===== src/rtl/alu_arbiter_if.sv =====
// alu_arbiter_if -- bundle of all handshake and data signals around alu_arbiter.
//
// Signals:
//   req0_* / req1_*  : two requesters (valid/ready, operands a/b, 3-bit op)
//   alu_a/alu_b/alu_op, alu_result : connection to the shared combinational ALU
//   rsp_valid/rsp_ready, rsp_id, rsp_data, rsp_err : single response channel
//
// Modports:
//   slave  : the arbiter side (receives requests, drives ALU and response)
//   master : the environment side (requesters, ALU, response consumer)
interface alu_arbiter_if #(
    parameter int WIDTH = 32
);
    logic             req0_valid;
    logic             req0_ready;
    logic [WIDTH-1:0] req0_a;
    logic [WIDTH-1:0] req0_b;
    logic [2:0]       req0_op;

    logic             req1_valid;
    logic             req1_ready;
    logic [WIDTH-1:0] req1_a;
    logic [WIDTH-1:0] req1_b;
    logic [2:0]       req1_op;

    logic [WIDTH-1:0] alu_a;
    logic [WIDTH-1:0] alu_b;
    logic [2:0]       alu_op;
    logic [WIDTH-1:0] alu_result;

    logic             rsp_valid;
    logic             rsp_ready;
    logic             rsp_id;
    logic [WIDTH-1:0] rsp_data;
    logic             rsp_err;

    modport slave (
        input  req0_valid, req0_a, req0_b, req0_op,
        input  req1_valid, req1_a, req1_b, req1_op,
        input  alu_result, rsp_ready,
        output req0_ready, req1_ready,
        output alu_a, alu_b, alu_op,
        output rsp_valid, rsp_id, rsp_data, rsp_err
    );

    modport master (
        output req0_valid, req0_a, req0_b, req0_op,
        output req1_valid, req1_a, req1_b, req1_op,
        output alu_result, rsp_ready,
        input  req0_ready, req1_ready,
        input  alu_a, alu_b, alu_op,
        input  rsp_valid, rsp_id, rsp_data, rsp_err
    );
endinterface


===== src/rtl/alu_arbiter.sv =====
// alu_arbiter -- round-robin arbiter sharing one combinational ALU between two
// requesters. One operation is in flight at a time: IDLE accepts, EXEC drives
// the ALU for one cycle and captures its result, RESP holds the response until
// the consumer takes it.
//
// Ports:
//   clk : clock, all logic on the rising edge
//   rst : synchronous active-high reset
//   bus : alu_arbiter_if.slave (requesters, ALU connection, response channel)
//
// Op encodings: 000 ADD, 001 SUB, 010 AND, 011 OR, 100 XOR. Codes 101-111 are
// accepted but answered with rsp_data=0 and rsp_err=1 without using the ALU op.
module alu_arbiter #(
    parameter int WIDTH = 32
) (
    input  logic          clk,
    input  logic          rst,
    alu_arbiter_if.slave  bus
);
    localparam logic [2:0] OP_LAST_LEGAL = 3'b100;

    typedef enum logic [1:0] {
        IDLE = 2'd0,
        EXEC = 2'd1,
        RESP = 2'd2
    } state_t;

    state_t           state_reg;
    state_t           state_next;

    // Requester favoured when both are valid; 0 after reset.
    logic             prio_reg;

    logic [WIDTH-1:0] a_reg;
    logic [WIDTH-1:0] b_reg;
    logic [2:0]       op_reg;
    logic             id_reg;

    logic             rsp_id_reg;
    logic [WIDTH-1:0] rsp_data_reg;
    logic             rsp_err_reg;

    // Requester signals gathered into indexable vectors.
    logic [1:0]       valid_vec;
    logic [1:0]       ready_vec;
    logic [WIDTH-1:0] a_vec  [2];
    logic [WIDTH-1:0] b_vec  [2];
    logic [2:0]       op_vec [2];

    logic             grant_id;
    logic             accept;
    logic             op_legal;

    logic [WIDTH-1:0] alu_a_drv;
    logic [WIDTH-1:0] alu_b_drv;
    logic [2:0]       alu_op_drv;

    assign valid_vec = {bus.req1_valid, bus.req0_valid};
    assign a_vec[0]  = bus.req0_a;
    assign a_vec[1]  = bus.req1_a;
    assign b_vec[0]  = bus.req0_b;
    assign b_vec[1]  = bus.req1_b;
    assign op_vec[0] = bus.req0_op;
    assign op_vec[1] = bus.req1_op;

    // Winner is recomputed every IDLE cycle from the live valids, so a
    // requester that withdraws before a handshake leaves nothing behind.
    assign grant_id = (&valid_vec) ? prio_reg : valid_vec[1];

    // Reset gates the handshake so it wins over any simultaneous request.
    assign accept = (state_reg == IDLE) && !rst && (|valid_vec);

    generate
        for (genvar gi = 0; gi < 2; gi++) begin : g_ready
            assign ready_vec[gi] = accept && (grant_id == 1'(gi));
        end
    endgenerate

    assign bus.req0_ready = ready_vec[0];
    assign bus.req1_ready = ready_vec[1];

    assign op_legal = (op_reg <= OP_LAST_LEGAL);

    // Next-state logic.
    always_comb begin
        state_next = state_reg;
        case (state_reg)
            IDLE:    if (accept) state_next = EXEC;
            EXEC:    state_next = RESP;
            RESP:    if (bus.rsp_ready) state_next = IDLE;
            default: state_next = IDLE;
        endcase
    end

    // ALU drive: only during EXEC, with illegal ops presented as 000.
    always_comb begin
        alu_a_drv  = '0;
        alu_b_drv  = '0;
        alu_op_drv = 3'b000;
        if (state_reg == EXEC) begin
            alu_a_drv = a_reg;
            alu_b_drv = b_reg;
            if (op_legal) begin
                alu_op_drv = op_reg;
            end
        end
    end

    assign bus.alu_a     = alu_a_drv;
    assign bus.alu_b     = alu_b_drv;
    assign bus.alu_op    = alu_op_drv;

    assign bus.rsp_valid = (state_reg == RESP);
    assign bus.rsp_id    = rsp_id_reg;
    assign bus.rsp_data  = rsp_data_reg;
    assign bus.rsp_err   = rsp_err_reg;

    always_ff @(posedge clk) begin
        if (rst) begin
            state_reg <= IDLE;
        end else begin
            state_reg <= state_next;
        end
    end

    always_ff @(posedge clk) begin
        if (rst) begin
            prio_reg     <= 1'b0;
            a_reg        <= '0;
            b_reg        <= '0;
            op_reg       <= 3'b000;
            id_reg       <= 1'b0;
            rsp_id_reg   <= 1'b0;
            rsp_data_reg <= '0;
            rsp_err_reg  <= 1'b0;
        end else begin
            if (accept) begin
                a_reg  <= a_vec[grant_id];
                b_reg  <= b_vec[grant_id];
                op_reg <= op_vec[grant_id];
                id_reg <= grant_id;
            end
            if (state_reg == EXEC) begin
                rsp_id_reg   <= id_reg;
                rsp_err_reg  <= !op_legal;
                rsp_data_reg <= op_legal ? bus.alu_result : '0;
            end
            // Completed response hands priority to the other requester.
            if ((state_reg == RESP) && bus.rsp_ready) begin
                prio_reg <= ~rsp_id_reg;
            end
        end
    end
endmodule


===== src/flat_wrapper.sv =====
// flat-port wrapper written by rule: the top's interface ports become plain ports
module alu_arbiter_flat 
#(
    parameter int WIDTH = 32
)
  (clk, rst, bus_req0_valid, bus_req0_a, bus_req0_b, bus_req0_op, bus_req1_valid, bus_req1_a, bus_req1_b, bus_req1_op, bus_alu_result, bus_rsp_ready, bus_req0_ready, bus_req1_ready, bus_alu_a, bus_alu_b, bus_alu_op, bus_rsp_valid, bus_rsp_id, bus_rsp_data, bus_rsp_err);
  alu_arbiter_if #(.WIDTH(WIDTH)) bus_i ();
  input  logic clk;
  input  logic rst;
  input wire logic [$bits(bus_i.req0_valid)-1:0] bus_req0_valid;
  input wire logic [$bits(bus_i.req0_a)-1:0] bus_req0_a;
  input wire logic [$bits(bus_i.req0_b)-1:0] bus_req0_b;
  input wire logic [$bits(bus_i.req0_op)-1:0] bus_req0_op;
  input wire logic [$bits(bus_i.req1_valid)-1:0] bus_req1_valid;
  input wire logic [$bits(bus_i.req1_a)-1:0] bus_req1_a;
  input wire logic [$bits(bus_i.req1_b)-1:0] bus_req1_b;
  input wire logic [$bits(bus_i.req1_op)-1:0] bus_req1_op;
  input wire logic [$bits(bus_i.alu_result)-1:0] bus_alu_result;
  input wire logic [$bits(bus_i.rsp_ready)-1:0] bus_rsp_ready;
  output wire logic [$bits(bus_i.req0_ready)-1:0] bus_req0_ready;
  output wire logic [$bits(bus_i.req1_ready)-1:0] bus_req1_ready;
  output wire logic [$bits(bus_i.alu_a)-1:0] bus_alu_a;
  output wire logic [$bits(bus_i.alu_b)-1:0] bus_alu_b;
  output wire logic [$bits(bus_i.alu_op)-1:0] bus_alu_op;
  output wire logic [$bits(bus_i.rsp_valid)-1:0] bus_rsp_valid;
  output wire logic [$bits(bus_i.rsp_id)-1:0] bus_rsp_id;
  output wire logic [$bits(bus_i.rsp_data)-1:0] bus_rsp_data;
  output wire logic [$bits(bus_i.rsp_err)-1:0] bus_rsp_err;
  assign bus_i.req0_valid = bus_req0_valid;
  assign bus_i.req0_a = bus_req0_a;
  assign bus_i.req0_b = bus_req0_b;
  assign bus_i.req0_op = bus_req0_op;
  assign bus_i.req1_valid = bus_req1_valid;
  assign bus_i.req1_a = bus_req1_a;
  assign bus_i.req1_b = bus_req1_b;
  assign bus_i.req1_op = bus_req1_op;
  assign bus_i.alu_result = bus_alu_result;
  assign bus_i.rsp_ready = bus_rsp_ready;
  assign bus_req0_ready = bus_i.req0_ready;
  assign bus_req1_ready = bus_i.req1_ready;
  assign bus_alu_a = bus_i.alu_a;
  assign bus_alu_b = bus_i.alu_b;
  assign bus_alu_op = bus_i.alu_op;
  assign bus_rsp_valid = bus_i.rsp_valid;
  assign bus_rsp_id = bus_i.rsp_id;
  assign bus_rsp_data = bus_i.rsp_data;
  assign bus_rsp_err = bus_i.rsp_err;
  alu_arbiter #(.WIDTH(WIDTH)) u_core (.clk(clk), .rst(rst), .bus(bus_i));
endmodule

===== config.mk =====
export PLATFORM = sky130hd
export DESIGN_NAME = alu_arbiter_flat
export DESIGN_NICKNAME = d
export VERILOG_FILES = /design/src/rtl/alu_arbiter_if.sv /design/src/rtl/alu_arbiter.sv /design/src/flat_wrapper.sv
export SDC_FILE = /design/constraint.sdc
export NUM_CORES = 1
export LEC_CHECK = 0
export ABC_AREA = 1
export BUFFER_PORTS_ARGS = -buffer_cell sky130_fd_sc_hd__buf_2
export CAP_MARGIN = 5
export CORE_ASPECT_RATIO = 0.5
export CORE_MARGIN = 3
export CORE_UTILIZATION = 45
export DETAILED_ROUTE_END_ITERATION = 8
export HOLD_SLACK_MARGIN = 0.02
export PLACE_DENSITY = 0.83
export RECOVER_POWER = 25
export SETUP_SLACK_MARGIN = 0.3
export SLEW_MARGIN = 20
export SYNTH_ARGS = -nofsm -noshare
export SYNTH_HDL_FRONTEND = slang
export SYNTH_SLANG_ARGS = --single-unit
export TNS_END_PERCENT = 20

===== constraint.sdc =====
create_clock -name clk -period 1.35 [get_ports clk]
set_input_delay 0.135 -clock clk [delete_from_list [all_inputs] [get_ports clk]]
set_output_delay 0.135 -clock clk [all_outputs]
set_load 0.01 [all_outputs]

## Yosys cells after proc, flatten, opt, wreduce, memory -nomap -nowiden

Cells that the tools add are included.

| operators by class | value |
|---|---|
| order comparisons | 2 |
| eq/ne operators | 4 |
| muxes and demuxes | 18 |
| bitwise logic cells | 3 |
| reductions and logical operators | 11 |

Operator list:

| operator | count |
|---|---|
| two-way mux 32 bit | 9 |
| two-way mux 3 bit | 5 |
| one-hot mux 2 bit (3 select lines) | 1 |
| logical AND 1 bit | 5 |
| two-way mux 2 bit | 2 |
| AND reduction 2 bit | 2 |
| <= comparator 3 bit (second input constant) | 1 |
| == test 2 x 1 -> 1 bit (second input constant) | 1 |
| == test 2 bit (second input constant) | 1 |
| >= comparator 2 bit (second input constant) | 1 |
| logical NOT 1 bit | 2 |
| logical NOT 2 bit | 1 |
| inequality test 2 x 1 -> 1 bit (second input constant) | 1 |
| inequality test 2 bit (second input constant) | 1 |
| NOT 1 bit | 2 |
| NOT 1 -> 2 bit | 1 |
| OR reduction 2 bit | 1 |
| two-way mux 1 bit | 1 |

| storage, ports and cells | value |
|---|---|
| register bits after elaboration | 105 |
| word-level logic and storage cells | 47 |

## Logic depth before layout (Yosys ltp)

Gate-level depths: netlist of the first run.

| logic depth | value |
|---|---|
| depth after elaboration | 6 |
| mapped depth | 9 |
| gate-level depth less buffers | 7 |

## Worst setup path before layout of the first run

Ideal clock, no wire load.

| path | value |
|---|---|
| kind | reg-to-output |
| start point | register u_core.state_reg[1] |
| end point | output bus_alu_op[2] |
| arrival | 1.031 ns |
| data required time | 1.215 ns |
| path slack | 0.184 ns |
| cell stages (with the launch flop) | 5 |
| buffers on the path | 1 |
| path through | dfxtp_1 inv_2 nand2_1 clkbuf_1 nor4_1 |

| on the way | value |
|---|---|
| longest elaborated chain between the ends | 2 |

RTL lines:

| what | line | RTL |
|---|---|---|
| from (decl) | alu_arbiter.sv:28 | `state_t state_reg;` |
| from (signal assigned) | alu_arbiter.sv:122 | `state_reg <= state_next;` |
| == test 2 x 1 -> 1 bit | alu_arbiter.sv:100 | `if (state_reg == EXEC) begin` |
| two-way mux 3 bit | alu_arbiter.sv:100 |  |
| to (decl) | flat_wrapper.sv:24 | `output wire logic [$bits(bus_i.alu_op)-1:0] bus_alu_op;` |

Every way passes these cells.

## Worst setup path after layout of the first run

| path | value |
|---|---|
| start point | register u_core.state_reg[1] |
| end point | output bus_alu_op[0] |

The elaborated chain is that of the path after synthesis.

==> results.py, run 1 <==
metrics = {
    "logic_synthesis": {
        "synth_top_area_cell": "dfxtp_1",
        "synth_cell_types": 19,
        "syn_nets": 1000,
        "yosysWarnings": 0,
        "syn_avg_cell_area_um2": 6.253,
        "async_flop_share": 0,
        "synth-main-ff-cell": "dfxtp_1",
        "ys_top_cells_by_count": "nand2_1 (337), dfxtp_1 (105), a21oi_1 (104), inv_1 (70), nor2_1 (70)",
        "syn_area_um2": 5184,
        "ys_seq_elements": 105,
        "synth_most_common_cell": "nand2_1",
        "synthCells": 829,
        "synth_edf_count": 0,
        "yosysSeqAreaShare": 0.4055,
        "synth_top_area_frac": 0.4055,
        "synth.area.top_cells": "dfxtp_1 (41%), nand2_1 (24%), a21oi_1 (10%), nand3_1 (6.6%), inv_1 (5.1%)",
    },
    "sta": {
        "post-route-period-util": 1.084,
        "slew_viol_final": 0,
        "worst_slew_pin_slew_ns": 0.4756,
        "period_minus_slack_ns": 1.463,
        "clock.fmax_mhz": 683.6,
        "grt_setup_unrepaired": "true",
        "whs_ns": 0.02849,
        "slew_headroom": 0.6830,
        "worst_slack_ns": -0.1129,
        "final_hold_viol_count": 0,
        "setup_violations": 68,
        "skew_ns": 0.007604,
    },
    "floorplanning": {
        "initial_core_util": 0.4664,
        "die-width_um": 157.8,
        "coreArea_um2": 11110,
        "die_h_um": 81.90,
        "rows": 27,
        "die_area_um2": 12920,
        "io_pins": 275,
    },
    "setup_path": {
        "cp-start-kind": "flop",
        "required_ns": 1.22,
        "critical_path_class": "reg -> out",
        "critPathArrivalTime_ns": 1.33,
        "cp-end-kind": "output port",
        "crit_fanout": 22,
    },
    "route": {
        "finalWirelength_um": 16170,
        "dr_total_vias": 5990,
        "drc": 0,
        "wl_per_cell_um": 13.13,
        "wl_met2_um": 8262,
        "first_iter_violations": 374,
        "dr_wl_met3_um": 1083,
        "route.antenna.remaining_nets": 0,
        "highest_layer": "met4",
        "via_per_inst": 4.866,
        "wl_met1_um": 6594,
        "dr.pass1.iters": 4,
    },
    "grt": {
        "first_global_vias": 5253,
        "antenna_found_initial": 0,
        "grt_pass1_wl_um": 24190,
        "grtUsageTotal": 0.2313,
        "grt_max_degree": 103,
        "overflow": 0,
    },
    "clock_network": {
        "cts_root_buf": "clkbuf_16",
        "numCtsBuffers": 9,
        "cts_tree": "built",
        "numClockSinks": 105,
        "cts-htree-levels": 3,
        "clk_pin_slew_worst_paths_ns": 0.07,
        "cts_buffer_depth": 2,
        "insertion_delay_ns": 0.34,
        "hold_buffers": 0,
    },
    "cells_and_area": {
        "nFillCells": 1031,
        "num-nets-final": 1252,
        "layout-drive-gt1-share": 0.3195,
        "antenna_cells": 0,
        "area_delta_synth_final_pct": 41.23,
        "finish.utilization": 0.6587,
    },
    "pwr": {
        "p_leak_nw": 3.503,
        "finalPower_mw": 7.638,
        "cellPowerDensity_nw_per_um2": 1043,
        "vdd_ir_drop_max_uv": 790.8,
    },
    "job": {
        "drv_cap": 0,
    },
    "placement": {
        "gp_congestion": 0.8196,
        "port_buffers": 274,
        "hpwl_um": 10920,
    },
    "min_path": {
        "min_path_type": "in -> reg",
    },
    "outcome": {
        "status": "complete, but fails checks",
        "violations": "negative setup slack",
    },
}
## stage by stage
step | setup slack (ns) | instance area (um2) | instances | setup TNS (ns)
global placement | 0.1562 | 6655 | 1204 | 0
floorplan | 0.2624 | 5226 | 829 | 0
finish | -0.1129 | 7321 | 1231 | -4.223
global route | -0.1841 | 7321 | 1231 | -9.815
CTS | -0.1209 | 7139 | 1227 | -5.039
detailed placement | 0.1022 | 6655 | 1204 | 0
## layer usage
layer / global-route usage / vias up
li1: - / 3060
met1: 0.2698 / 2721
met2: 0.4323 / 188
met3: 0.05842 / 21
met4: 0.05281 / 0
met5: 0 / -
## placed cells by master, fill, tap and decap left out, drive strengths merged
cell type / count
buf: 279
nor4: 1
nand3: 68
nor2: 74
clkbuf: 33
o21ai: 3
nand2: 340
a21oi: 104
nor3: 1
inv: 74
dfxtp: 105
clkinv: 3
nand3b: 1
## worst max-delay path, cell delays in order, from the launching register on
cell     delay (ns)
dfxtp_2        0.35
inv_4          0.08
nand2_8        0.09
buf_12         0.17
nor2_1         0.14
buf_2          0.15
## logic make-up after synthesis
family,count (synthesis),share of synthesized area
flops,105,0.4055
simple gates,485,0.3768
compound gates,107,0.1033
buf+inv,132,0.1144
## report_power, final
group,leakage (nW),total (mW),switching [mW],internal [mW]
logic,2.50,1.73,0.995,0.737
clock network,0.144,2.48,1.16,1.32
registers,0.859,3.42,0.115,3.31
total,3.50,7.64,2.27,5.37
## layout make-up
cell class              instances  area [um2]  area share
well taps                     145       181.4     0.02478
multi-input cells             592        2676      0.3656
inverters                      71       269.0     0.03675
repair buffers                302        1798      0.2456
flip-flops and latches        105        2108      0.2880
clock buffers                  10       239.0     0.03264
clock inverters                 6       48.80    0.006666
## worst paths after layout
| kind | startpoint | endpoint | slack, ns | cells after the start |
|---|---|---|---|---|
| max | u_core.state_reg[1] | bus_alu_op[0] | -0.11 | 5 |
| min | bus_alu_result[10] | u_core.bus.rsp_data[10] | 0.03 | 3 |
| max reg2reg | u_core.state_reg[0] | u_core.a_reg[5] | 0.01 | 6 |
| min reg2reg | u_core.b_reg[10] | u_core.b_reg[10] | 0.46 | 2 |
## timing repair
item,4_1_cts,5_1_grt
pin swaps,1,15
resized for setup,18,47
gates cloned,4,1
buffers inserted,3,3
endpoints found under the setup margin,171,173
Note: power is estimated with default switching activity, not from simulation.
==> inputs of run 2 (changes only) <==
--- a/config.mk
+++ b/config.mk
@@ -7,15 +7,16 @@
 export LEC_CHECK = 0
 export ABC_AREA = 1
 export BUFFER_PORTS_ARGS = -buffer_cell sky130_fd_sc_hd__buf_2
-export CAP_MARGIN = 5
 export CORE_ASPECT_RATIO = 0.5
 export CORE_MARGIN = 3
 export CORE_UTILIZATION = 45
+export CTS_BUF_LIST = sky130_fd_sc_hd__clkbuf_8 sky130_fd_sc_hd__clkbuf_16
 export DETAILED_ROUTE_END_ITERATION = 8
 export HOLD_SLACK_MARGIN = 0.02
 export PLACE_DENSITY = 0.83
 export RECOVER_POWER = 25
 export SETUP_SLACK_MARGIN = 0.3
+export SKIP_LAST_GASP = 1
 export SLEW_MARGIN = 20
 export SYNTH_ARGS = -nofsm -noshare
 export SYNTH_HDL_FRONTEND = slang
==> run 2 against run 1 <==
Against the previous run:
- critical path depth is the same
- global-route usage about the same
- via count shrank 0.55%
- critical path type unchanged
- highest routed layer unchanged
- sequential power hardly changed
- the run still ends with negative setup slack left
- die area stayed put
- power down 0.54%
- largest power group unchanged
- first-iteration DRC count shrank 6.1%
==> results.py, run 2 (synthesized netlist as in run 1, its figures left out) <==
metrics = {
    "cells_and_area": {
        "multiInputGateArea_um2": 2564,
        "finalNonFillerCells": 1231,
        "layout-drive-gt1-share": 0.2965,
        "nFillCells": 1047,
        "antenna_cells": 0,
        "layout_common_cells": "nand2_1 (336), buf_2 (252), a21oi_1 (104), dfxtp_1 (102), inv_1 (69)",
        "num-nets-final": 1252,
        "area_delta_synth_final_pct": 39.03,
        "final_common_cell": "nand2_1",
        "finish.utilization": 0.6484,
        "layout.area.seq_um2": 2108,
    },
    "clock_network": {
        "cts_buffer_depth": 2,
        "numCtsBuffers": 9,
        "hold_buffers": 0,
        "cts-htree-levels": 3,
        "cts_root_buf": "clkbuf_16",
        "insertion_delay_ns": 0.34,
        "clk_pin_slew_worst_paths_ns": 0.07,
        "numClockSinks": 105,
        "cts_tree": "built",
    },
    "sta": {
        "period_minus_slack_ns": 1.466,
        "final_hold_viol_count": 0,
        "slew_headroom": 0.6903,
        "skew_ns": 0.008555,
        "grt_setup_unrepaired": "true",
        "worst_slew_pin_slew_ns": 0.4645,
        "post-route-period-util": 1.086,
        "slew_viol_final": 0,
        "setup_violations": 69,
        "clock.fmax_mhz": 681.9,
        "setup_tns_ns": -4.318,
        "worst_slack_ns": -0.1165,
    },
    "route": {
        "wl_per_cell_um": 12.89,
        "dr.pass1.iters": 5,
        "via_per_inst": 4.839,
        "drc": 0,
        "finalWirelength_um": 15860,
        "first_iter_violations": 351,
        "route.antenna.remaining_nets": 0,
        "dr_total_vias": 5957,
    },
    "min_path": {
        "hold_path_startpoint": "bus_alu_result[10]",
        "whs_path_depth": 3,
        "hold_end": "u_core.bus.rsp_data[10]",
        "min_path_type": "in -> reg",
    },
    "setup_path": {
        "path_buf_inv": 3,
        "critPathArrivalTime_ns": 1.33,
        "rr_worst_depth": 8,
        "crit_fanout": 22,
        "max_stage_delay_ns": 0.35,
        "reg2reg_from": "u_core.prio_reg",
        "required_ns": 1.22,
        "reg2reg_slack_ns": -0.02,
        "cp_cell_sequence": "inv_4, nand2_8, buf_12, nor2_1, buf_2",
        "critPathTopFamily": "buffers and inverters",
        "cp-end-kind": "output port",
        "cp-start-kind": "flop",
        "critical_path_class": "reg -> out",
        "slowest_stage": "dfxtp_2",
        "timing.rr.end": "u_core.a_reg[5]",
    },
    "grt": {
        "met2_usage": 0.4306,
        "first_global_vias": 5249,
        "overflow": 0,
        "grt_use_met3": 0.05842,
        "grtUsageTotal": 0.2311,
        "grt_pass1_wl_um": 24200,
        "grt_use_met1": 0.2708,
        "grt_max_degree": 103,
        "top_usage_layer": "met2",
        "antenna_found_initial": 0,
    },
    "outcome": {
        "violations": "negative setup slack",
        "status": "complete, but fails checks",
    },
    "floorplanning": {
        "coreArea_um2": 11110,
        "die_area_um2": 12920,
        "die-width_um": 157.8,
        "die_h_um": 81.90,
        "io_pins": 275,
        "rows": 27,
        "initial_core_util": 0.4664,
    },
    "pwr": {
        "vdd_ir_drop_max_uv": 789.1,
        "p_leak_nw": 3.509,
        "finalPower_mw": 7.597,
        "cellPowerDensity_nw_per_um2": 1054,
    },
    "placement": {
        "dpl_worst_slack_ns": 0.1022,
        "port_buffers": 274,
        "placed_cells": 1204,
        "hpwl_um": 10920,
        "gp_congestion": 0.8196,
    },
    "job": {
        "drv_cap": 0,
    },
}
-- run 2: cell count changes in the layout (fill, tap and decap cells not counted), moves of 3 or more --
cell | before | now
buf_4 | 13 | 16
nor2_1 | 55 | 62
clkbuf_1 | 22 | 19
nand3_1 | 56 | 68
nand2_1 | 330 | 336
nor2_2 | 16 | 9
nand3_2 | 11 | 0
buf_2 | 249 | 252
nand2_2 | 6 | 1
-- run 2: final cells by class --
type,instances,share of cell area
Clock buffer,10,0.03316
Clock inverter,6,0.006771
Inverter,71,0.03733
Multi-Input combinational cell,592,0.3557
Sequential cell,105,0.2925
Tap cell,145,0.02517
Timing Repair Buffer,302,0.2493
-- run 2: through the flow --
stage	instance area, um2	hold WS, ns
after floorplan	5226	0.2779
after global placement	6655	0.3834
after detailed placement	6655	0.3885
after CTS	7128	0.02277
after global routing	7207	0.02785
final	7207	0.02914
-- run 2: worst max-delay path by stage --
| stage | startpoint | end | slack (ns) | depth (start not counted) |
|---|---|---|---|---|
| floorplan | u_core.state_reg[1] | u_core.a_reg[27] | 0.26 | 7 |
| global placement | u_core.prio_reg | bus_req1_ready | 0.16 | 6 |
| detailed placement | u_core.prio_reg | u_core.b_reg[29] | 0.10 | 8 |
| CTS | u_core.state_reg[1] | bus_alu_op[2] | -0.12 | 5 |
| global route | u_core.state_reg[1] | bus_alu_op[2] | -0.18 | 5 |
| finish | u_core.state_reg[1] | bus_alu_op[0] | -0.12 | 5 |
-- run 2: worst register-to-register path, delay by kind of cell (launching register included) --
kind | cells | cell delay [ns]
buffers and inverters | 3 | 0.50
DFF | 1 | 0.32
AOI/OAI and AO/OA | 1 | 0.15
and+or+nand+nor | 4 | 0.34
-- run 2: routing by layer --
layer	vias up	wire, um
met5	-	0
met4	0	178
met3	15	1094
met2	178	8039
met1	2701	6550
li1	3063	-
-- run 2: power by group --
group	switching [mW]	internal (mW)	leakage [nW]
Sequential	0.114	3.31	0.859
Clock	1.17	1.32	0.144
Combinational	0.955	0.729	2.51
Total	2.24	5.36	3.51
-- run 2: timing repair --
action,in CTS,in global routing
setup buffers,3,3
gates cloned,4,1
pin swaps,1,2
endpoints found under the setup margin,171,173
resized for setup,12,16
